==> config.mk <==
export PLATFORM = sky130hd
export DESIGN_NAME = uart_txrx_top
export DESIGN_NICKNAME = d
export VERILOG_FILES = /design/src/rtl/uart_pkg.sv /design/src/rtl/uart_txrx_top_rx.sv /design/src/rtl/uart_txrx_top.sv
export SDC_FILE = /design/constraint.sdc
export NUM_CORES = 1
export LEC_CHECK = 0
export CORE_ASPECT_RATIO = 1.2
export CORE_MARGIN = 4
export CORE_UTILIZATION = 33
export DETAILED_ROUTE_END_ITERATION = 12
export GPL_TIMING_DRIVEN = 0
export PLACE_DENSITY = 0.58
export SYNTH_ARGS = -nofsm -noshare
export SYNTH_HDL_FRONTEND = slang
export SYNTH_SLANG_ARGS = --single-unit
==> constraint.sdc <==
create_clock -name clk -period 3.7 [get_ports clk]
set_clock_uncertainty 0.15 [all_clocks]
set_input_delay 0.37 -clock clk [delete_from_list [all_inputs] [get_ports clk]]
set_output_delay 0.37 -clock clk [all_outputs]
set_load 0.1 [all_outputs]
==> src/rtl/uart_pkg.sv <==
// Shared UART definitions: FSM state encodings, 8N1 frame constants, bit-period helper.
package uart_pkg;

  typedef enum logic [1:0] {
    TX_IDLE,
    TX_START,
    TX_DATA,
    TX_STOP
  } tx_state_e;

  typedef enum logic [1:0] {
    RX_IDLE,
    RX_START,
    RX_DATA,
    RX_STOP
  } rx_state_e;

  localparam int DATA_BITS  = 8;
  localparam int STOP_BITS  = 1;
  localparam int FRAME_BITS = 1 + DATA_BITS + STOP_BITS;

  function automatic int calc_clks_per_bit(input int clk_freq, input int baud);
    return clk_freq / baud;
  endfunction

endpackage

==> src/rtl/uart_txrx_top_rx.sv <==
// 8N1 receiver: 2-flop synchroniser, mid-bit sampling FSM, registered rx_data/rx_ready.
// rx_ready rises 3 + CLKS_PER_BIT/2 + 9*CLKS_PER_BIT cycles after the start edge; UART_FRAME_ERR_EN adds rx_frame_err_o.
module uart_rx
  import uart_pkg::*;
#(
  parameter int CLKS_PER_BIT = 434
) (
  input  logic       clk_i,
  input  logic       rst_ni,
  input  logic       rx_i,
  output logic [7:0] rx_data_o,
  output logic       rx_ready_o
`ifdef UART_FRAME_ERR_EN
  , output logic     rx_frame_err_o
`endif
);

  localparam int               CNT_W     = $clog2(CLKS_PER_BIT);
  localparam logic [CNT_W-1:0] BIT_LAST  = CNT_W'(CLKS_PER_BIT - 1);
  localparam logic [CNT_W-1:0] HALF_LAST = CNT_W'(CLKS_PER_BIT / 2 - 1);
  localparam logic [2:0]       IDX_LAST  = 3'(DATA_BITS - 1);

  logic             sync1_q;
  logic             sync2_q;
  rx_state_e        state_q;
  logic [CNT_W-1:0] cnt_q;
  logic [2:0]       idx_q;
  logic [7:0]       shift_q;
  logic [7:0]       data_q;
  logic             ready_q;
`ifdef UART_FRAME_ERR_EN
  logic             err_q;
`endif

  // Synchroniser resets to the idle line level so reset release cannot fake a start bit.
  always_ff @(posedge clk_i or negedge rst_ni) begin
    if (!rst_ni) begin
      sync1_q <= 1'b1;
      sync2_q <= 1'b1;
    end else begin
      sync1_q <= rx_i;
      sync2_q <= sync1_q;
    end
  end

  always_ff @(posedge clk_i or negedge rst_ni) begin
    if (!rst_ni) begin
      state_q <= RX_IDLE;
      cnt_q   <= '0;
      idx_q   <= '0;
      shift_q <= '0;
      data_q  <= '0;
      ready_q <= 1'b0;
`ifdef UART_FRAME_ERR_EN
      err_q   <= 1'b0;
`endif
    end else begin
      ready_q <= 1'b0;
`ifdef UART_FRAME_ERR_EN
      err_q   <= 1'b0;
`endif
      case (state_q)
        RX_IDLE: begin
          cnt_q <= '0;
          idx_q <= '0;
          if (!sync2_q) state_q <= RX_START;
        end
        RX_START: begin
          if (cnt_q == HALF_LAST) begin
            cnt_q   <= '0;
            state_q <= sync2_q ? RX_IDLE : RX_DATA;
          end else begin
            cnt_q <= cnt_q + 1'b1;
          end
        end
        RX_DATA: begin
          if (cnt_q == BIT_LAST) begin
            cnt_q   <= '0;
            shift_q <= {sync2_q, shift_q[7:1]};
            if (idx_q == IDX_LAST) state_q <= RX_STOP;
            else                   idx_q   <= idx_q + 1'b1;
          end else begin
            cnt_q <= cnt_q + 1'b1;
          end
        end
        RX_STOP: begin
          if (cnt_q == BIT_LAST) begin
            cnt_q   <= '0;
            state_q <= RX_IDLE;
            if (sync2_q) begin
              data_q  <= shift_q;
              ready_q <= 1'b1;
            end
`ifdef UART_FRAME_ERR_EN
            else begin
              err_q <= 1'b1;
            end
`endif
          end else begin
            cnt_q <= cnt_q + 1'b1;
          end
        end
        default: state_q <= RX_IDLE;
      endcase
    end
  end

  assign rx_data_o  = data_q;
  assign rx_ready_o = ready_q;
`ifdef UART_FRAME_ERR_EN
  assign rx_frame_err_o = err_q;
`endif

endmodule

==> src/rtl/uart_txrx_top.sv <==
// Full-duplex 8N1 UART: inline transmitter FSM plus uart_rx; tx falls one edge after tx_start is sampled.
// tx_start is ignored while tx_busy (no queueing); UART_FRAME_ERR_EN adds the rx_frame_err port.
module uart_txrx_top
  import uart_pkg::*;
#(
  parameter int CLK_FREQ = 50_000_000,
  parameter int BAUD     = 115200
) (
  input  logic       clk,
  input  logic       reset,
  input  logic       rx,
  input  logic [7:0] tx_data,
  input  logic       tx_start,
  output logic       tx,
  output logic [7:0] rx_data,
  output logic       rx_ready,
`ifdef UART_FRAME_ERR_EN
  output logic       rx_frame_err,
`endif
  output logic       tx_busy
);

  localparam int               CLKS_PER_BIT = calc_clks_per_bit(CLK_FREQ, BAUD);
  localparam int               CNT_W        = $clog2(CLKS_PER_BIT);
  localparam logic [CNT_W-1:0] BIT_LAST     = CNT_W'(CLKS_PER_BIT - 1);
  localparam logic [2:0]       IDX_LAST     = 3'(DATA_BITS - 1);

  tx_state_e        tx_state_q;
  logic [CNT_W-1:0] tx_cnt_q;
  logic [2:0]       tx_idx_q;
  logic [7:0]       tx_shift_q;
  logic             tx_q;
  logic             tx_busy_q;

  // tx_q always carries the level of the bit currently on the line, so it is updated one
  // transition ahead of the state it belongs to.
  always_ff @(posedge clk or negedge reset) begin
    if (!reset) begin
      tx_state_q <= TX_IDLE;
      tx_cnt_q   <= '0;
      tx_idx_q   <= '0;
      tx_shift_q <= '0;
      tx_q       <= 1'b1;
      tx_busy_q  <= 1'b0;
    end else begin
      case (tx_state_q)
        TX_IDLE: begin
          tx_q      <= 1'b1;
          tx_busy_q <= 1'b0;
          tx_cnt_q  <= '0;
          tx_idx_q  <= '0;
          if (tx_start) begin
            tx_shift_q <= tx_data;
            tx_q       <= 1'b0;
            tx_busy_q  <= 1'b1;
            tx_state_q <= TX_START;
          end
        end
        TX_START: begin
          if (tx_cnt_q == BIT_LAST) begin
            tx_cnt_q   <= '0;
            tx_q       <= tx_shift_q[0];
            tx_state_q <= TX_DATA;
          end else begin
            tx_cnt_q <= tx_cnt_q + 1'b1;
          end
        end
        TX_DATA: begin
          if (tx_cnt_q == BIT_LAST) begin
            tx_cnt_q <= '0;
            if (tx_idx_q == IDX_LAST) begin
              tx_q       <= 1'b1;
              tx_state_q <= TX_STOP;
            end else begin
              tx_idx_q   <= tx_idx_q + 1'b1;
              tx_q       <= tx_shift_q[1];
              tx_shift_q <= {1'b0, tx_shift_q[7:1]};
            end
          end else begin
            tx_cnt_q <= tx_cnt_q + 1'b1;
          end
        end
        TX_STOP: begin
          if (tx_cnt_q == BIT_LAST) begin
            tx_cnt_q   <= '0;
            tx_busy_q  <= 1'b0;
            tx_state_q <= TX_IDLE;
          end else begin
            tx_cnt_q <= tx_cnt_q + 1'b1;
          end
        end
        default: tx_state_q <= TX_IDLE;
      endcase
    end
  end

  assign tx      = tx_q;
  assign tx_busy = tx_busy_q;

  uart_rx #(
    .CLKS_PER_BIT(CLKS_PER_BIT)
  ) u_rx (
    .clk_i          (clk),
    .rst_ni         (reset),
    .rx_i           (rx),
    .rx_data_o      (rx_data),
    .rx_ready_o     (rx_ready)
`ifdef UART_FRAME_ERR_EN
    , .rx_frame_err_o (rx_frame_err)
`endif
  );

endmodule

**After elaboration in Yosys (flattened, before gate mapping)**

Index checks and enable logic that the tools add are counted.

- Add/sub/neg operators: 4
- Multiply operators: 0
- Div/mod/pow operators: 0
- Order comparisons: 0
- Equality and inequality tests: 23
- Shift operators: 0
- Mux-type cells: 39
- Bitwise gates (word level): 0
- Reduce and logical (&&, ||, !) cells: 17

Operators with widths:

| kind | number |
|---|---|
| two-way mux 9 bit | 3 |
| one-hot mux 9 bit (3 select lines) | 1 |
| two-way mux 8 bit | 3 |
| two-way mux 2 bit | 11 |
| adder 9 x 1 -> 9 bit (second input constant) | 2 |
| equality test 9 bit (second input constant) | 2 |
| one-hot mux 9 bit (2 select lines) | 1 |
| != test 2 bit (second input constant) | 8 |
| one-hot mux 2 bit (4 select lines) | 2 |
| one-hot mux 8 bit (2 select lines) | 1 |
| two-way mux 3 bit | 4 |
| one-hot mux 3 bit (2 select lines) | 2 |
| AND reduction 3 bit | 4 |
| AND reduction 5 bit | 2 |
| equality test 9 x 8 -> 1 bit (second input constant) | 1 |
| two-way mux 1 bit | 9 |
| equality test 2 bit (second input constant) | 4 |
| != test 2 x 1 -> 1 bit (second input constant) | 4 |
| adder 3 x 1 -> 3 bit (second input constant) | 2 |
| equality test 3 bit (second input constant) | 2 |
| nonzero test 2 bit | 3 |
| equality test 2 x 1 -> 1 bit (second input constant) | 2 |
| logical NOT 2 bit | 2 |
| AND reduction 2 bit | 2 |
| 6 further kinds | 6 |

- Bits in registers: 57
- Latch bits: 0
- RAM bits: 0
- Memory bits (read-only): 0
- Bits of input ports: 12
- Output and inout bits: 11
- Word-level logic and storage cells: 97
- Memories: 0

**Depth between registers and ports, before layout**

Gate-level depths: netlist of the first run.

- Depth after elaboration: 4
- Gate-level depth with buffers: 8
- Mapped depth without buffers: 6

**Hierarchy**

A second synthesis of the first run with hierarchy kept.

- Cells, all modules: 261
- Area total of the unflattened synthesis: 2,974.1 µm²

Modules (own cells, without submodules):

| module | times used | cells an instance | area an instance (µm²) | sequential area each (µm²) |
|---|---|---|---|---|
| uart_rx | 1 | 122 | 1,560.2 | 828.3 |
| uart_txrx_top | 1 | 139 | 1,413.9 | 601.8 |

**Worst setup path before layout of the first run**

No wires, ideal clock.

- Path kind: reg-to-reg
- Start point: register tx_state_q[0]
- End point: register tx_shift_q[2]
- Library setup time: 0.126 ns
- Arrival time: 1.712 ns
- Data required time: 3.424 ns
- Path slack: 1.712 ns
- Cell stages (with the launch flop): 9
- Buffers on the path: 2
- Clock period less this slack: 1.988 ns
- Cells stage by stage: dfrtp_1 > inv_1 > ha_1 > clkbuf_1 > clkbuf_1 > nor2b_1 > a31oi_1 > o2bb2ai_1 > a221o_1

- Cells in the longest elaborated chain, start to end: 3
- Elaborated cells on any way between the ends: 8
- Those cells by class: eq/ne: 4; mux: 1; reduce/logical: 3

Ends and longest elaborated chain:

| what | line | text |
|---|---|---|
| from (decl) | uart_txrx_top.sv:28 | `tx_state_e tx_state_q;` |
| from (signal assigned) | uart_txrx_top.sv:39 | `tx_state_q <= TX_IDLE;` |
| from (signal assigned) | uart_txrx_top.sv:56 | `tx_state_q <= TX_START;` |
| from (signal assigned) | uart_txrx_top.sv:63 | `tx_state_q <= TX_DATA;` |
| equality test 2 bit or logical NOT 2 bit (tied branches) | uart_txrx_top.sv:46 | `case (tx_state_q)` |
| != test 2 bit (no source line) or nonzero test 2 bit (tied branches) | n/a |  |
| AND reduction 4 bit (no source line) | n/a |  |
| to (signal assigned) | uart_txrx_top.sv:53 | `tx_shift_q <= tx_data;` |
| to (signal assigned) | uart_txrx_top.sv:77 | `tx_shift_q <= {1'b0, tx_shift_q[7:1]};` |
| to (decl) | uart_txrx_top.sv:31 | `logic [7:0] tx_shift_q;` |

Several ways; a longest one is shown, not always the timed one.
A chain may end at the register's enable or synchronous reset.

**Worst setup path after layout of the first run**

- Start point: register tx_q, in the netlist tx
- End point: output port tx

RTL lines:

| what | line | text |
|---|---|---|
| from (decl) | uart_txrx_top.sv:32 | `logic tx_q;` |
| from (signal assigned) | uart_txrx_top.sv:62 | `tx_q <= tx_shift_q[0];` |
| from (signal assigned) | uart_txrx_top.sv:76 | `tx_q <= tx_shift_q[1];` |
| to (decl) | uart_txrx_top.sv:14 | `output logic tx,` |

No word-level cell between the ends.

==> summary.md, run 1 <==
| Metric | Value |
|---|---|
| Outcome | completed |
| Layout cell share with drive strength beyond 1 | between 10% and 20% |
| R2R setup slack | 1.34 ns |
| First-pass GRT wire length | 9335 um |
| Hold slack | 0.2088 ns |
| Final period util | 67.65% |
| Synth Register Bits | 57 |
| RSZ-0062 raised after global routing | no |
| Initial drt markers | 73 |
| R2r endpoint | tx_shift_q[2] |
| EDFF count, synth | 0 |
| Buf/Inv on CP | 1 |
| Clock network power share | 29.7% |
| CTS sink count | 57 |
| R2R cell count | 8 |
| Synthesized net count | roughly 280 |
| F_max | between 0.3 and 0.4 GHz |
| CP Max Fanout | 2 |
| Slew margin rel. | 35.16% |
| Worst Max-Slew Pin Slew | 0.9695 ns |
| Cell variety after synth | 45 |
| Hold endpoint | u_rx.sync2_q |
| Initial core utilization | approximately 34% |
| Pwr Density | 584.7 nW/um^2 |
| CP max stage cell | clkdlybuf4s50_1 |
| WP data required | between 3 and 4 ns |
| DRT met1 WL | 2502 um |
| CP peak stage delay | roughly 1.1 ns |
| Full die area | just over 10000 sq um |
| Via count | about 2000 |
| Crit path cell chain | clkdlybuf4s50_1 |
| Static Leak | about 0.0015 uW |
| Top post-synthesis cells by area | dfrtp_1 (47%), mux2_2 (7.1%), ha_1 (6.1%) |
| CP Launch Type | flip-flop |
| Antenna diodes | 0 |
| Final Util | 41.62% |
| Initial antenna violation count | 0 |
| HP Class | reg2reg |
| Sequential fraction of the synthesis area | between 50% and 60% |
| Synth Flop Type | dfrtp_1 |
| Worst skew pair latency | roughly 0.33 ns |
| Final Max Tran Viols | 0 |
| Most frequent cell after synthesis | dfrtp_1 |
| Largest net degree at the start of global routing | 34 |
| Worst setup margin | 1.197 ns |
| Critical path class | reg2out |
| Yosys warning count | 0 |
| Syn Std Cell Area | between 2000 and 3000 sq um |
| Total Routed Length | slightly above 5000 um |
| Global route total overflow | 0 |
| Pre-CTS setup slack | between 1 and 1.5 ns |
| Setup repair bufs after CTS | 0 |
| Combinational Power Share | 31.1% |
| H-tree levels | 3 |
| Die width | approximately 93 um |
| Core Box Area | between 8000 and 9000 sq um |
| CTS Buf Count | 9 |
| Area grow syn2layout | 20.87% |
| P_int | ~1300 uW |
| Remaining antenna violation count after routing | 0 |
| Setup TNS | 0 ns |
| # setup viols final | 0 |
| Uppermost routed layer | met4 |
| Peak supply drop | about 0.00022 V |
| Area share of the largest cell type after synthesis | a little under half |
| Flop pwr share | 39.2% |
| Switch share | between 30% and 40% |
| RR Startpoint | tx_state_q[0] |
| I/O pin cnt | 23 |
| Critical path arrival | about 2 ns |
| DR pass1 iterations | 4 |
| PortBufs | 22 |
| Cell count of the worst hold path | 0 |
| Post-route insts no fill | 410 |
| Final nets | between 300 and 400 |
| Row cnt | 36 |
| Placed Cells | just under 400 |
| MaxCap Viol Count | 0 |
| Clock Path Buffers | 2 |
| Synth cell count leaders | dfrtp_1 (54), nor2_1 (26), mux2_2 (18) |
| Cells after synthesis | around 260 |
| Area leader, netlist | dfrtp_1 |
| WP depth | 1 |
| Hold_sp | u_rx.sync1_q |
| DR WL met3 | approximately 140 um |
| GP Congestion | approximately 0.72 |
| Clock root buffer | clkbuf_8 |
| Die Height | around 110 um |
| # DRC | 0 |
| Final Hold Fails | 0 |
| Vias in the first global route | slightly above 2000 |
| Met2 WL post-DR | 2453 um |
| Syn avg cell area | 11.15 sq um |
| Net switching power | ~670 uW |
| Async SR Flop Fraction | 100.0% |
| Nature of the critical path endpoint | output pin |
| Cell family with most CP delay | buffers and inverters |
| Clock slew at reported path FFs | 0.06 ns |
| Vias per inst | around 4.8 |
| GRT Util Overall | between 10% and 20% |
| Detail Placement HPWL | 3656 um |
| Routed WL per cell | between 10 and 15 um |
| CTS tree | built |
| Min Clock Period, post-route | around 2.5 ns |
[cell usage in the layout, fill, tap and decap left out, drive strengths merged, types with 4 or more instances in the layout]
master,synthesis,routed
nor2b,10,10
o21ai,6,6
nand3,7,7
xor2,7,7
a21oi,5,5
dfrtp,54,54
clkdlybuf4s50,0,21
a31oi,8,8
xnor2,7,7
a221o,8,8
nand2,16,16
nand4,4,4
clkbuf,8,22
inv,9,9
o2bb2ai,7,7
ha,14,14
nor3,4,4
nor2,27,27
o211ai,5,5
mux2,18,18
buf,3,5
[registers in the layout (all words and copies together), names as in the netlist, named ones only]
| signal | flops |
|---|---|
| tx | 1 |
| u_rx.state_q | 1 |
| tx_idx_q | 3 |
| u_rx.rx_ready_o | 1 |
| tx_cnt_q | 9 |
| u_rx.sync1_q | 1 |
| u_rx.idx_q | 3 |
| tx_busy | 1 |
| tx_state_q | 2 |
| u_rx.rx_data_o | 8 |
| u_rx.shift_q | 8 |
| u_rx.sync2_q | 1 |
| tx_shift_q | 8 |
| u_rx.cnt_q | 9 |
[power by group through the flow]
stage,clock (uW),sequential [uW],combinational (uW)
global placement,0,799,622
finish,599,791,627
CTS,621,791,635
floorplan,0,864,414
global route,645,803,701
detailed placement,0,801,632
[worst max path at each step]
stage / startpoint / endpoint / slack (ns)
finish: tx / tx / 1.20
global route: tx_state_q[1] / tx_shift_q[2] / 1.14
CTS: tx / tx / 1.17
detailed placement: tx_state_q[0] / tx_shift_q[2] / 1.34
global placement: reset / tx_shift_q[3] / 0.25
floorplan: tx_state_q[0] / tx_shift_q[2] / 1.71
[area by class of cell]
class	count	area, sq um
flip-flops and latches	57	1430
well taps	114	142.6
multi-input cells	179	1338
plain buffers	11	52.55
clock inverters	2	35.03
clock buffers	14	172.7
repair buffers	24	245.2
inverters	9	33.78
fillers	807	4838
[metal layers]
metal  vias to the layer above  global-route usage (%)
met2                        23                   18.63
met3                         8                   2.259
met1                       963                   14.11
li1                        986                       -
met5                         -                       0
met4                         0                   7.225
[stage by stage]
| step | power, uW | instance area [sq um] |
|---|---|---|
| detailed placement | 1434 | 3232 |
| global placement | 1421 | 3217 |
| finish | 2017 | 3450 |
| floorplan | 1279 | 2854 |
| global route | 2149 | 3450 |
| CTS | 2047 | 3450 |
[cell families (layout without fill, tap and decap cells)]
logic type	count (synthesis)	count (layout)	share of synthesized area, %
xor+xnor	14	14	4.296
flops	57	57	50.11
fa+ha+maj	14	14	6.138
mux	19	19	7.453
compound gates	45	45	12.19
simple gates	87	87	16.79
buf+inv	20	60	3.025
[timing repair]
item | 4_1_cts | 5_1_grt
hold buffers | 1 | 0
endpoints found under the hold margin | 21 | 0
gates resized for setup | 0 | 0
Note: power is estimated with default switching activity, not from simulation.
==> run 2, diff against run 1 <==
==> constraint.sdc (replaced) <==
create_clock -name clk -period 2.35 [get_ports clk]
set_clock_uncertainty 0.15 [all_clocks]
set_input_delay 0.235 -clock clk [delete_from_list [all_inputs] [get_ports clk]]
set_output_delay 0.235 -clock clk [all_outputs]
set_load 0.1 [all_outputs]
==> run 2 against run 1 <==
Against the previous run: worst setup slack got worse by 1.1 ns; largest cell class unchanged; routed wire length fell by 0.25%; design area barely moved.
==> summary.md, run 2 (synthesized netlist as in run 1, its figures left out) <==
| Metric | Value |
|---|---|
| F_max | approximately 0.45 GHz |
| MaxCap Viol Count | 0 (unchanged) |
| Hold slack | 0.1654 ns (-0.04336 ns) |
| Setup repair bufs after CTS | 0 (unchanged) |
| Cell count of the worst hold path | 1 (+1) |
| Worst Max-Slew Pin Slew | 0.9695 ns (unchanged) |
| R2r endpoint | u_rx.rx_data_o[0] |
| DR pass1 iterations | 4 (unchanged) |
| Pwr Density | 920.5 nW/um^2 (+57%) |
| Vias in the first global route | 2061 (unchanged) |
| CTS tree | built |
| Worst setup margin | 0.1376 ns (-1.059 ns) |
| Global route total overflow | 0 (unchanged) |
| Remaining antenna violation count after routing | 0 (unchanged) |
| Cell family with most CP delay | buffers and inverters |
| First-pass GRT wire length | 9335 um (unchanged) |
| Post-route insts no fill | 409 (-0.24%) |
| Setup TNS | 0 ns (unchanged) |
| CP Max Fanout | 3 (+1) |
| CP peak stage delay | 1.14 ns (about the same) |
| PortBufs | 22 (unchanged) |
| Pre-CTS setup slack | -0.01465 ns (-1.350 ns) |
| Hold_sp | rx |
| Buf/Inv on CP | 1 (unchanged) |
| Top Registers | tx_cnt_q x9, u_rx.cnt_q x9 |
| Core Box Area | 8288 sq um (unchanged) |
| Full die area | 10210 sq um (unchanged) |
| RR Startpoint | u_rx.cnt_q[1] |
| I/O pin cnt | 23 (unchanged) |
| Outcome | completed |
| Area grow syn2layout | 20.82% (about the same) |
| Die Height | 109.9 um (unchanged) |
| Detail Placement HPWL | 3656 um (unchanged) |
| Die width | 92.90 um (unchanged) |
| WP data required | 1.97 ns (-1.21 ns) |
| GP Congestion | 0.7208 (unchanged) |
| Clock root buffer | clkbuf_8 |
| Nature of the critical path endpoint | output pin |
| R2R cell count | 7 (-1) |
| Clock Path Buffers | 2 (unchanged) |
| Min Clock Period, post-route | 2.212 ns |
| Clock slew at reported path FFs | 0.06 ns (about the same) |
| Worst skew pair latency | 0.33 ns (about the same) |
| DR WL met3 | 130 um (-5.8%) |
| Initial drt markers | 60 (-18%) |
| Peak supply drop | 0.0003521 V (+58%) |
| # DRC | 0 (unchanged) |
| Met2 WL post-DR | 2411 um (-1.7%) |
| Fill count | 809 (+0.25%) |
| Critical path arrival | 1.83 ns (-0.15 ns) |
| Initial core utilization | 34.44% (unchanged) |
| # setup viols final | 0 (unchanged) |
| R2R setup slack | 0.23 ns (-1.11 ns) |
| Uppermost routed layer | met4 |
| GRT Util Overall | 11.52% (unchanged) |
| Hold endpoint | u_rx.sync1_q |
| Layout cell share with drive strength beyond 1 | 16.95% (+0.73 points) |
| Commonest cells after routing, fill and taps aside | dfrtp_1 (54), nor2_1 (26), clkdlybuf4s50_1 (20) |
| CP max stage cell | clkdlybuf4s50_1 |
| Antenna diodes | 0 (unchanged) |
| CTS sink count | 57 (unchanged) |
| HP Class | in2reg |
| Via count | 1978 (-0.10%) |
| Largest net degree at the start of global routing | 34 (unchanged) |
| Initial antenna violation count | 0 (unchanged) |
| Row cnt | 36 (unchanged) |
| Most common cell after layout, fill and taps aside | dfrtp_1 |
| CP Launch Type | flip-flop |
| DRT met1 WL | 2510 um (+0.32%) |
| CTS Buf Count | 9 (unchanged) |
| Slew margin rel. | 35.16% (unchanged) |
| Final Hold Fails | 0 (unchanged) |
| Total Routed Length | 5181 um (-0.25%) |
| Crit path cell chain | clkdlybuf4s50_1 |
| Critical path class | reg2out |
| Final Max Tran Viols | 0 (unchanged) |
| Routed WL per cell | 12.67 um (about the same) |
| H-tree levels | 3 (unchanged) |
| Final period util | 94.15% |
| RSZ-0062 raised after global routing | no |
| Vias per inst | 4.836 (+0.14%) |
| Placed Cells | 393 (unchanged) |
| Static Leak | 0.001529 uW (+0.29%) |
| Final nets | 316 (-0.32%) |
-- run 2: changes by cell type in the layout (fill, tap and decap cells not counted), sizes merged --
cell | previous run | this run
clkbuf | 22 | 21
clkdlybuf4s50 | 21 | 20
dlygate4sd2 | 0 | 1
-- run 2: per-stage QoR --
| step | util [%] | instance area (sq um) | total power (uW) |
|---|---|---|---|
| 2_1_floorplan | - | 2854 | 2013 |
| 3_3_place_gp | 38.81 | 3217 | 2237 |
| 3_5_place_dp | 38.99 | 3232 | 2257 |
| 4_1_cts | 41.62 | 3450 | 3219 |
| 5_1_grt | 41.61 | 3448 | 3378 |
| 6_report | 41.61 | 3448 | 3174 |
-- run 2: final cells by class --
type / instances / area (sq um) / area share [%]
plain buffers: 10 / 50.05 / 1.451
clock buffers: 14 / 172.7 / 5.007
clock inverters: 2 / 35.03 / 1.016
inverters: 9 / 33.78 / 0.9797
multi-input cells: 179 / 1340 / 38.86
flip-flops and latches: 57 / 1430 / 41.47
well taps: 114 / 142.6 / 4.136
repair buffers: 24 / 244.0 / 7.075
-- run 2: power breakdown --
| group | switching [uW] | internal [uW] | total (uW) |
|---|---|---|---|
| clock network | 369 | 576 | 945 |
| logic | 568 | 418 | 986 |
| registers | 118 | 1130 | 1240 |
| total | 1050 | 2120 | 3170 |
-- run 2: repair_timing --
item	in CTS	in global routing
gates resized for setup	2	1
endpoints found under the hold margin	21	0
endpoints found under the setup margin	2	8
hold buffers	1	0
pin swaps	0	0
-- run 2: worst max-delay path by stage --
| stage | startpoint | endpoint | cells after the start |
|---|---|---|---|
| floorplan | tx_state_q[0] | tx_shift_q[2] | 8 |
| global placement | reset | tx_shift_q[3] | 1 |
| detailed placement | tx_state_q[0] | tx_shift_q[2] | 8 |
| CTS | tx_state_q[0] | tx_shift_q[0] | 6 |
| global route | u_rx.cnt_q[1] | u_rx.rx_data_o[4] | 7 |
| finish | tx_busy | tx_busy | 1 |
-- run 2: routing by layer --
layer	global-route usage [%]	up-vias
met5	0	-
met4	7.225	0
met3	2.259	10
met2	18.63	21
met1	14.11	962
li1	-	985
